File: src/rtl/alu_mc_pkg.sv
// Shared definitions for the multi-cycle execute unit: op codes, select
// layout and FSM state encoding.
package alu_mc_pkg;

  // Bit of sel that switches between base ALU ops and the M extension.
  localparam int SEL_M = 4;

  // Base ALU codes carried in sel[3:0] when sel[SEL_M] == 0.
  typedef enum logic [3:0] {
    ALU_ADD  = 4'd0,
    ALU_SUB  = 4'd1,
    ALU_SLL  = 4'd2,
    ALU_SLT  = 4'd3,
    ALU_SLTU = 4'd4,
    ALU_XOR  = 4'd5,
    ALU_SRL  = 4'd6,
    ALU_SRA  = 4'd7,
    ALU_OR   = 4'd8,
    ALU_AND  = 4'd9
  } alu_op_e;

  // M-extension funct3 codes carried in sel[2:0] when sel[SEL_M] == 1.
  typedef enum logic [2:0] {
    M_MUL    = 3'd0,
    M_MULH   = 3'd1,
    M_MULHSU = 3'd2,
    M_MULHU  = 3'd3,
    M_DIV    = 3'd4,
    M_DIVU   = 3'd5,
    M_REM    = 3'd6,
    M_REMU   = 3'd7
  } m_op_e;

  // Execute-unit FSM states.
  typedef enum logic [2:0] {
    ST_IDLE = 3'd0,
    ST_MUL  = 3'd1,
    ST_DIV  = 3'd2,
    ST_FIX  = 3'd3,
    ST_DONE = 3'd4
  } state_e;

  // funct3[2] set: divide family; funct3[1] set: remainder; funct3[0] clear: signed divide.
  function automatic logic m_is_div(input logic [2:0] f3);
    return f3[2];
  endfunction

  function automatic logic m_is_rem(input logic [2:0] f3);
    return f3[1];
  endfunction

  function automatic logic m_div_signed(input logic [2:0] f3);
    return ~f3[0];
  endfunction

endpackage

File: src/rtl/alu_mc_iter.sv
// Iterative datapath shared by multiply and divide. Works on unsigned
// magnitudes; sign fix-up is done by the caller once done is seen.
// acc layout: multiply -> full product {hi, lo}; divide -> {remainder, quotient}.
module alu_mc_iter
  import alu_mc_pkg::*;
#(
  parameter int XLEN  = 32,
  parameter int CNT_W = $clog2(XLEN) + 1
) (
  input  logic              clk,
  input  logic              rst_n,
  input  logic              flush,
  input  logic              start,
  input  logic              is_div,
  input  logic [XLEN-1:0]   op_a,
  input  logic [XLEN-1:0]   op_b,
  output logic              done,
  output logic [2*XLEN-1:0] acc
);

  logic              busy_q, busy_d;
  logic [CNT_W-1:0]  cnt_q, cnt_d;
  logic              div_q, div_d;
  logic [XLEN-1:0]   opb_q, opb_d;
  logic [2*XLEN-1:0] acc_q, acc_d;

  logic [XLEN:0]     add_sum;
  logic [XLEN:0]     shifted;
  logic [XLEN:0]     diff;

  // One multiplier bit (shift-add) or one quotient bit (restoring) per cycle.
  always_comb begin
    busy_d  = busy_q;
    cnt_d   = cnt_q;
    div_d   = div_q;
    opb_d   = opb_q;
    acc_d   = acc_q;
    add_sum = {1'b0, acc_q[2*XLEN-1:XLEN]} + (acc_q[0] ? {1'b0, opb_q} : {(XLEN+1){1'b0}});
    shifted = {acc_q[2*XLEN-1:XLEN], acc_q[XLEN-1]};
    diff    = shifted - {1'b0, opb_q};
    if (flush) begin
      busy_d = 1'b0;
    end else if (start) begin
      busy_d = 1'b1;
      cnt_d  = CNT_W'(XLEN);
      div_d  = is_div;
      opb_d  = op_b;
      acc_d  = {{XLEN{1'b0}}, op_a};
    end else if (busy_q) begin
      if (cnt_q == '0) begin
        // Result is held in acc until the next start.
        busy_d = 1'b0;
      end else begin
        cnt_d = cnt_q - 1'b1;
        if (div_q) begin
          if (diff[XLEN]) acc_d = {shifted[XLEN-1:0], acc_q[XLEN-2:0], 1'b0};
          else            acc_d = {diff[XLEN-1:0],    acc_q[XLEN-2:0], 1'b1};
        end else begin
          acc_d = {add_sum, acc_q[XLEN-1:1]};
        end
      end
    end
  end

  // Datapath registers.
  always_ff @(posedge clk or negedge rst_n) begin
    if (!rst_n) begin
      busy_q <= 1'b0;
      cnt_q  <= '0;
      div_q  <= 1'b0;
      opb_q  <= '0;
      acc_q  <= '0;
    end else begin
      busy_q <= busy_d;
      cnt_q  <= cnt_d;
      div_q  <= div_d;
      opb_q  <= opb_d;
      acc_q  <= acc_d;
    end
  end

  assign done = busy_q && (cnt_q == '0);
  assign acc  = acc_q;

endmodule

File: src/rtl/alu_mc.sv
// Multi-cycle EX-stage execute unit: single-cycle base ALU ops plus
// iterative RV32M multiply/divide behind a valid/ready handshake.
module alu_mc
  import alu_mc_pkg::*;
#(
  parameter int XLEN  = 32,
  parameter int CNT_W = $clog2(XLEN) + 1
) (
  input  logic            clk,
  input  logic            rst_n,
  input  logic            flush,
  input  logic            in_valid,
  output logic            in_ready,
  input  logic [4:0]      sel,
  input  logic [XLEN-1:0] A,
  input  logic [XLEN-1:0] B,
  output logic            out_valid,
  input  logic            out_ready,
  output logic [XLEN-1:0] result,
  output logic            zero,
  output logic            lt_signed,
  output logic            lt_unsigned
);

  localparam int SH_W = $clog2(XLEN);
  localparam logic [XLEN-1:0] MOST_NEG = {1'b1, {(XLEN-1){1'b0}}};

  state_e          state_q, state_d;
  logic [XLEN-1:0] result_q, result_d;
  logic            zero_q, zero_d;
  logic            lts_q, lts_d;
  logic            ltu_q, ltu_d;
  logic [2:0]      f3_q, f3_d;
  logic            negp_q, negp_d;
  logic            negr_q, negr_d;
  logic            out_valid_q, out_valid_d;
  logic            in_ready_q, in_ready_d;

  logic            lt_s, lt_u;
  logic [XLEN-1:0] base_res;
  logic [2:0]      f3;
  logic            a_sgn, b_sgn, sa, sb;
  logic [XLEN-1:0] a_mag, b_mag;
  logic            b_zero, ovf;
  logic            load;
  logic [XLEN-1:0] res_new;
  logic [XLEN-1:0] fix_res;
  logic [2*XLEN-1:0] prod;
  logic [XLEN-1:0] quo, rem;

  logic              iter_start;
  logic              iter_done;
  logic [2*XLEN-1:0] iter_acc;

  assign lt_s = $signed(A) < $signed(B);
  assign lt_u = A < B;
  assign f3   = sel[2:0];

  // Single-cycle base ALU; unknown codes yield zero.
  always_comb begin
    base_res = '0;
    case (sel[3:0])
      ALU_ADD:  base_res = A + B;
      ALU_SUB:  base_res = A - B;
      ALU_SLL:  base_res = A << B[SH_W-1:0];
      ALU_SLT:  base_res = {{(XLEN-1){1'b0}}, lt_s};
      ALU_SLTU: base_res = {{(XLEN-1){1'b0}}, lt_u};
      ALU_XOR:  base_res = A ^ B;
      ALU_SRL:  base_res = A >> B[SH_W-1:0];
      ALU_SRA:  base_res = $signed(A) >>> B[SH_W-1:0];
      ALU_OR:   base_res = A | B;
      ALU_AND:  base_res = A & B;
      default:  base_res = '0;
    endcase
  end

  // Operand conditioning for the iterator: signedness per op, magnitudes, special cases.
  always_comb begin
    if (m_is_div(f3)) begin
      a_sgn = m_div_signed(f3);
      b_sgn = m_div_signed(f3);
    end else begin
      a_sgn = (f3 == M_MULH) || (f3 == M_MULHSU);
      b_sgn = (f3 == M_MULH);
    end
    sa     = a_sgn & A[XLEN-1];
    sb     = b_sgn & B[XLEN-1];
    a_mag  = sa ? -A : A;
    b_mag  = sb ? -B : B;
    b_zero = (B == '0);
    ovf    = m_div_signed(f3) && (A == MOST_NEG) && (B == '1);
  end

  // Sign fix-up and half/quotient/remainder selection once iteration ends.
  always_comb begin
    prod = negp_q ? -iter_acc : iter_acc;
    quo  = negp_q ? -iter_acc[XLEN-1:0] : iter_acc[XLEN-1:0];
    rem  = negr_q ? -iter_acc[2*XLEN-1:XLEN] : iter_acc[2*XLEN-1:XLEN];
    if (m_is_div(f3_q))       fix_res = m_is_rem(f3_q) ? rem : quo;
    else if (f3_q == M_MUL)   fix_res = prod[XLEN-1:0];
    else                      fix_res = prod[2*XLEN-1:XLEN];
  end

  // Next-state logic; flush overrides every transition but keeps result and flags.
  always_comb begin
    state_d    = state_q;
    result_d   = result_q;
    zero_d     = zero_q;
    lts_d      = lts_q;
    ltu_d      = ltu_q;
    f3_d       = f3_q;
    negp_d     = negp_q;
    negr_d     = negr_q;
    iter_start = 1'b0;
    load       = 1'b0;
    res_new    = '0;
    if (flush) begin
      state_d = ST_IDLE;
    end else begin
      case (state_q)
        ST_IDLE: begin
          if (in_valid) begin
            lts_d  = lt_s;
            ltu_d  = lt_u;
            f3_d   = f3;
            negp_d = sa ^ sb;
            negr_d = sa;
            if (!sel[SEL_M]) begin
              load    = 1'b1;
              res_new = base_res;
              state_d = ST_DONE;
            end else if (m_is_div(f3) && b_zero) begin
              load    = 1'b1;
              res_new = m_is_rem(f3) ? A : '1;
              state_d = ST_DONE;
            end else if (m_is_div(f3) && ovf) begin
              load    = 1'b1;
              res_new = m_is_rem(f3) ? '0 : A;
              state_d = ST_DONE;
            end else begin
              iter_start = 1'b1;
              state_d    = m_is_div(f3) ? ST_DIV : ST_MUL;
            end
          end
        end
        ST_MUL, ST_DIV: begin
          if (iter_done) state_d = ST_FIX;
        end
        ST_FIX: begin
          load    = 1'b1;
          res_new = fix_res;
          state_d = ST_DONE;
        end
        ST_DONE: begin
          if (out_ready) state_d = ST_IDLE;
        end
        default: state_d = ST_IDLE;
      endcase
    end
    if (load) begin
      result_d = res_new;
      zero_d   = (res_new == '0);
    end
  end

  assign out_valid_d = (state_d == ST_DONE);
  assign in_ready_d  = (state_d == ST_IDLE);

  // FSM state and registered outputs.
  always_ff @(posedge clk or negedge rst_n) begin
    if (!rst_n) begin
      state_q     <= ST_IDLE;
      result_q    <= '0;
      zero_q      <= 1'b0;
      lts_q       <= 1'b0;
      ltu_q       <= 1'b0;
      f3_q        <= '0;
      negp_q      <= 1'b0;
      negr_q      <= 1'b0;
      out_valid_q <= 1'b0;
      in_ready_q  <= 1'b1;
    end else begin
      state_q     <= state_d;
      result_q    <= result_d;
      zero_q      <= zero_d;
      lts_q       <= lts_d;
      ltu_q       <= ltu_d;
      f3_q        <= f3_d;
      negp_q      <= negp_d;
      negr_q      <= negr_d;
      out_valid_q <= out_valid_d;
      in_ready_q  <= in_ready_d;
    end
  end

  alu_mc_iter #(
    .XLEN  (XLEN),
    .CNT_W (CNT_W)
  ) u_iter (
    .clk    (clk),
    .rst_n  (rst_n),
    .flush  (flush),
    .start  (iter_start),
    .is_div (m_is_div(f3)),
    .op_a   (a_mag),
    .op_b   (b_mag),
    .done   (iter_done),
    .acc    (iter_acc)
  );

  assign in_ready    = in_ready_q;
  assign out_valid   = out_valid_q;
  assign result      = result_q;
  assign zero        = zero_q;
  assign lt_signed   = lts_q;
  assign lt_unsigned = ltu_q;

endmodule

File: config.mk
export PLATFORM = sky130hd
export DESIGN_NAME = alu_mc
export DESIGN_NICKNAME = d
export VERILOG_FILES = /design/src/rtl/alu_mc_pkg.sv /design/src/rtl/alu_mc_iter.sv /design/src/rtl/alu_mc.sv
export SDC_FILE = /design/constraint.sdc
export NUM_CORES = 1
export LEC_CHECK = 0
export CAP_MARGIN = 20
export CORE_MARGIN = 4
export CORE_UTILIZATION = 30
export DETAILED_ROUTE_END_ITERATION = 8
export SLEW_MARGIN = 0
export SYNTH_ARGS = -nofsm -noshare
export SYNTH_HDL_FRONTEND = slang
export SYNTH_SLANG_ARGS = --single-unit
File: constraint.sdc
create_clock -name clk -period 4.7 [get_ports clk]
set_input_delay 0.47 -clock clk [delete_from_list [all_inputs] [get_ports clk]]
set_output_delay 0.47 -clock clk [all_outputs]
set_load 0.02 [all_outputs]
; ---- Word-level counts from Yosys, hierarchy flattened
; Cells that the tools add are included.
[word_totals]
ff_bits = 149
input_bits = 74
output_inout_bits = 37
word_cells = 128
[op_classes]
n_addsub = 10
magnitude_cmp = 2
eq_ne = 19
shifts = 3
muxes = 53
bitwise = 8
n_reduce_logical = 18
[op_table]
columns = op, count
row1 = 32-bit two-way mux, 15
row2 = 64-bit two-way mux, 6
row3 = 32-bit one-hot mux with 10 select lines, 1
row4 = 32-bit negation, 4
row5 = "32-bit == test, second input constant", 2
row6 = 32-bit zero test, 2
row7 = 32-bit < comparator, 2
row8 = 64-bit negation, 1
row9 = 32-bit one-hot mux with 2 select lines, 1
row10 = 32-bit by 33-bit adder with 33-bit output, 1
row11 = 33-bit by 32-bit subtractor with 33-bit output, 1
row12 = 32-bit adder, 1
row13 = 32-bit bitwise AND, 1
row14 = 32-bit bitwise OR, 1
row15 = 32-bit by 5-bit << shifter with 32-bit output, 1
row16 = 32-bit by 5-bit right shift with 32-bit output, 1
row17 = 32-bit by 5-bit >>> shifter with 32-bit output, 1
row18 = 32-bit subtractor, 1
row19 = 32-bit XOR, 1
row20 = 3-bit two-way mux, 7
row21 = 6-bit two-way mux, 3
row22 = 1-bit two-way mux, 17
row23 = "4-bit by 3-bit == test with 1-bit output, second input constant", 4
row24 = 3-bit one-hot mux with 4 select lines, 1
row25 = other kinds (22), 37

; ---- Longest topological paths before layout
; Gate-level depths: netlist (run 1).
[depth]
ltp_word = 12
mapped_depth = 18
ltp_nobuf = 15

; ---- Modules after synthesis
; Synthesis (run 1) repeated with hierarchy kept, for this count alone.
[hier_totals]
hier_cells = 3424
area_unflattened_um2 = 24996.5
[modules_own_cells]
columns = mod, instances, cells_per_inst, area_per_inst_um2, seq_area_each_um2
row1 = alu_mc, 1, 2362, 16306.9, 1127.3
row2 = alu_mc_iter, 1, 1062, 8689.6, 2602.5

; ---- Worst setup path after synthesis (run 1)
; OpenSTA, ideal clock, no wires.
[synth_timing]
path_kind = input -> register
from = input port B[2]
to = register zero_q, in the netlist zero
setup_time_ns = 0.092
t_arrival_ns = 4.875
t_required_ns = 4.608
setup_slack_ns = -0.266
path_stages = 18
path_buffers = 5
cell_sequence = clkbuf_1 inv_1 clkbuf_1 clkbuf_1 buf_1 ha_1 clkbuf_1 a211oi_1 or4_1 a31oi_1 a2111o_1 a41o_1 a221o_1 a21boi_0 o2111ai_1 a2111oi_0 nand4_1 o31ai_2
[synth_via]
elab_chain_cells = 10
word_cells_on_any_way = 29
cone_classes = add/sub: 2 / order compare: 2 / eq/ne: 1 / shift: 3 / mux: 13 / bitwise: 3 / reduce/logical: 5
[synth_lines]
columns = element, line
row1 = "start, declared", alu_mc.sv:16  ; input logic [XLEN-1:0] B,
row2 = branches (longest 10 deep; another with 32-bit subtractor), --
row3 = "end signal, assigned", alu_mc.sv:185  ; zero_q <= zero_d;
row4 = "end, declared", alu_mc.sv:30  ; logic zero_q, zero_d;
; Several ways; the timed one is not identified.
; A chain may end at the register's enable or synchronous reset.

; ---- Worst setup path in the final report (run 1)
[layout_timing]
from = input port A[3]
to = register zero_q, in the netlist zero
[layout_via]
elab_chain_cells = 11
word_cells_on_any_way = 30
cone_classes = add/sub: 2 / order compare: 2 / eq/ne: 1 / shift: 3 / mux: 15 / bitwise: 3 / reduce/logical: 4
[layout_lines]
columns = element, line
row1 = "start, declared", alu_mc.sv:15  ; input logic [XLEN-1:0] A,
row2 = branches (longest 11 deep; another with 32-bit subtractor), --
; Several ways; the timed one is not identified.

==> summary.md, run 1 <==
| Metric | Value |
|---|---|
| Status | `completed` |
| Die area | `slightly below 90,000 um^2` |
| Critical path launch point type | `input port` |
| Max frequency | `between 0.2 and 0.25 GHz` |
| Minimum clock period | `around 4.6 ns` |
| Final RePlAce weighted congestion | `between 1 and 1.5` |
| Pwr Density | `between 400 and 500 nW/um^2` |
| Syn Inst Count | `~3,500` |
| Seq cells post-synth | `149` |
| Synth cell types | `about 90` |
| GRT Util Overall | `between 20 and 30%` |
| Post-CTS Setup Repair Bufs | `0` |
| Share of cells above drive strength 1 | `16.02%` |
| Hold Crit Class | `in -> async` |
| Clock slew at reported path FFs | `0.08 ns` |
| Dominant register cell in the synthesized netlist | `dfrtp_1` |
| Yosys warning count | `0` |
| Chip height | `297.6 um` |
| Avg WL per Cell | `27.20 um` |
| Clock Path Buffers | `2` |
| Mapped Nets | `between 3,000 and 4,000` |
| Clock Sinks | `~150` |
| Num CTS Buffers | `17` |
| Post-DP HPWL | `~110 mm` |
| First-pass GRT wire length | `around 190 mm` |
| Final Hold Viols | `0` |
| Mapped Avg Cell Area | `7.203 um^2` |
| Core region area | `82,640 um^2` |
| Type of the worst setup path | `in -> reg` |
| Rows | `about 110` |
| Setup WS post-layout | `roughly 0.066 ns` |
| I/O pin count | `between 100 and 150` |
| Clock latency on the worst-skew pair | `0.50 ns` |
| Synthesized area | `about 25,000 um^2` |
| Final core utilization | `36.94%` |
| Drt drc | `0` |
| Vias in the first global route | `28,330` |
| # diodes | `0` |
| Leak Pwr | `around 13 nW` |
| R2r startpoint | `u_iter.acc[19]` |
| Placed Instances | `4,802` |
| Placement Setup Slack | `-0.6810 ns` |
| CTS Root Cell | `clkbuf_16` |
| Crit path max fanout | `6` |
| Slew margin rel. | `between 20% and 30%` |
| Drt first-iter violations | `between 4,000 and 5,000` |
| Die X | `297.6 um` |
| Final clock skew | `between 0.02 and 0.025 ns` |
| Asr flop ratio synth | `100.0%` |
| Via density | `approximately 6.3` |
| Sequential area share after synthesis | `about 15%` |
| R2R cell count | `11` |
| Critical Path Source | `A[3]` |
| Post-synth EDFFs | `0` |
| Initial core utilization | `30.46%` |
| Max Slew Vio Count | `0` |
| Setup Viol. Count Final | `0` |
| Via count | `roughly 30,000` |
| Layout area overhead | `21.30%` |
| Peak VDD IR | `about 0.38 mV` |
| CTS tree | `built` |
| Drt first pass iters | `6` |
| Final Cycle Share | `approximately 99%` |
| Post-DRT Antenna Nets | `0` |
| Max Cap Viol | `0` |
| Finished Layout Cells | `just under 5,000` |
| Tightest Pin Transition | `approximately 1.1 ns` |
| Total grt overflow | `0` |
| PortBufs | `110` |
| WP data arrival | `around 5 ns` |
| Largest net degree at the start of global routing | `between 80 and 90` |
| Final Total Pwr | `around 13 mW` |
| Crit end category | `register` |
| Initial antenna violation count | `6` |
| CP required | `between 5 and 6 ns` |
| Final WL | `approximately 130 mm` |
| # nets final | `about 4,000` |
| CTS H-Tree Depth | `4` |
## worst paths after layout
kind,end,slack [ns]
setup / recovery,zero,0.07
hold reg to reg,result[6],0.47
max in group asynchronous,u_iter.opb_q[13],3.58
hold / removal,u_iter.opb_q[6],0.05
min in group clk,result[6],0.47
setup reg to reg,zero,0.15
## state kept, by name, indices dropped and copies added, names as in the netlist, 3 cells and up
signal	count
u_iter.acc	64
result	32
u_iter.opb_q	32
u_iter.cnt_q	6
f3_q	3
state_q	3
## report_power, final
group	switching, mW	internal [mW]
registers	0.865	1.75
logic	5.14	3.60
clock network	0.641	0.745
total	6.65	6.09
## cells in the mapped netlist (64+ instances only)
library cell    n  area (um^2)
nand3_1        88        440.4
clkbuf_1      258        968.4
a21oi_1       283         1416
ha_1          172         2152
nor2_1        342         1284
dfrtp_1       148         3704
mux2i_1       130         1301
inv_1         162        608.1
nand2_1       300         1126
a211oi_1       64        480.5
o21ai_0       252         1261
xnor2_1       139         1217
nor3_1         88        440.4
## timing repair
action / 4_1_cts / 5_1_grt
hold buffers: 0 / 0
endpoints found under the setup margin: 1 / 1
gates resized for setup: 1 / 9
## critical path: stages
cell,delay [ns]
clkdlybuf4s50_1,0.60
inv_1,0.09
ha_1,0.33
buf_4,0.16
inv_1,0.09
o221ai_1,0.67
a21oi_1,0.24
buf_4,0.21
o21a_1,0.16
o211ai_1,0.22
o2111ai_1,0.33
a211oi_2,0.42
nand4_1,0.13
nor4_1,0.34
buf_4,0.21
nand4_1,0.14
o31ai_2,0.24
## stage by stage
stage / hold WS [ns] / area [um^2] / setup TNS (ns)
floorplan: 0.1744 / 25170 / 0
global placement: 0.4596 / 29930 / -0.7381
detailed placement: 0.4715 / 29930 / -0.6888
CTS: 0.07504 / 30500 / 0
global route: 0.1189 / 30530 / -0.04143
finish: 0.04852 / 30530 / 0
## kinds of logic (layout without fill, tap and decap cells)
logic type / after synthesis / count (layout) / share of synthesized area, %
compound gates: 1175 / 1175 / 31.04
buf+inv: 464 / 734 / 6.990
fa+ha+maj: 176 / 176 / 8.869
flops: 149 / 149 / 14.82
simple gates: 1130 / 1130 / 21.47
mux: 208 / 208 / 10.14
xor+xnor: 192 / 192 / 6.682
## routing by layer
metal  vias up  track usage, %  share of wire, %
li1      13480               -                 -
met1     14490           36.54                40
met2      2011           42.09                41
met3       464           8.612                12
met4         6           15.65               6.9
met5         -               0             0.030
## layout make-up
class	instances	area, um^2
sequential	149	3731
fill	8722	52110
clock buffer	18	439.2
tap	1070	1339
inverter	165	619.3
timing repair buffer	537	4486
clock inverter	14	126.4
multi-input combinational	2881	19790
## placed cells by master (no fill, tap or decap), drive strengths merged, types with 42 or more instances in the layout
cell and instances:
nor3 88, mux2i 130, xor2 53, clkdlybuf4s50 104, inv 167, o21ai 254
o31ai 42, a21oi 283, nand3 88, mux2 45, dfrtp 148, xnor2 139
nor2 343, a211oi 64, ha 172, a31oi 54, nand2 300, buf 433
nor4 48, a21o 50
Note: power is estimated with default switching activity, not from simulation.
==> run 2, diff against run 1 <==
--- a/config.mk
+++ b/config.mk
@@ -5,6 +5,7 @@
 export SDC_FILE = /design/constraint.sdc
 export NUM_CORES = 1
 export LEC_CHECK = 0
+export ABC_CLOCK_PERIOD_IN_PS = 4700
 export CAP_MARGIN = 20
 export CORE_MARGIN = 4
 export CORE_UTILIZATION = 30
==> results of run 2 <==
Same layout as run 1: the final DEF is identical, and so are final timing and power.
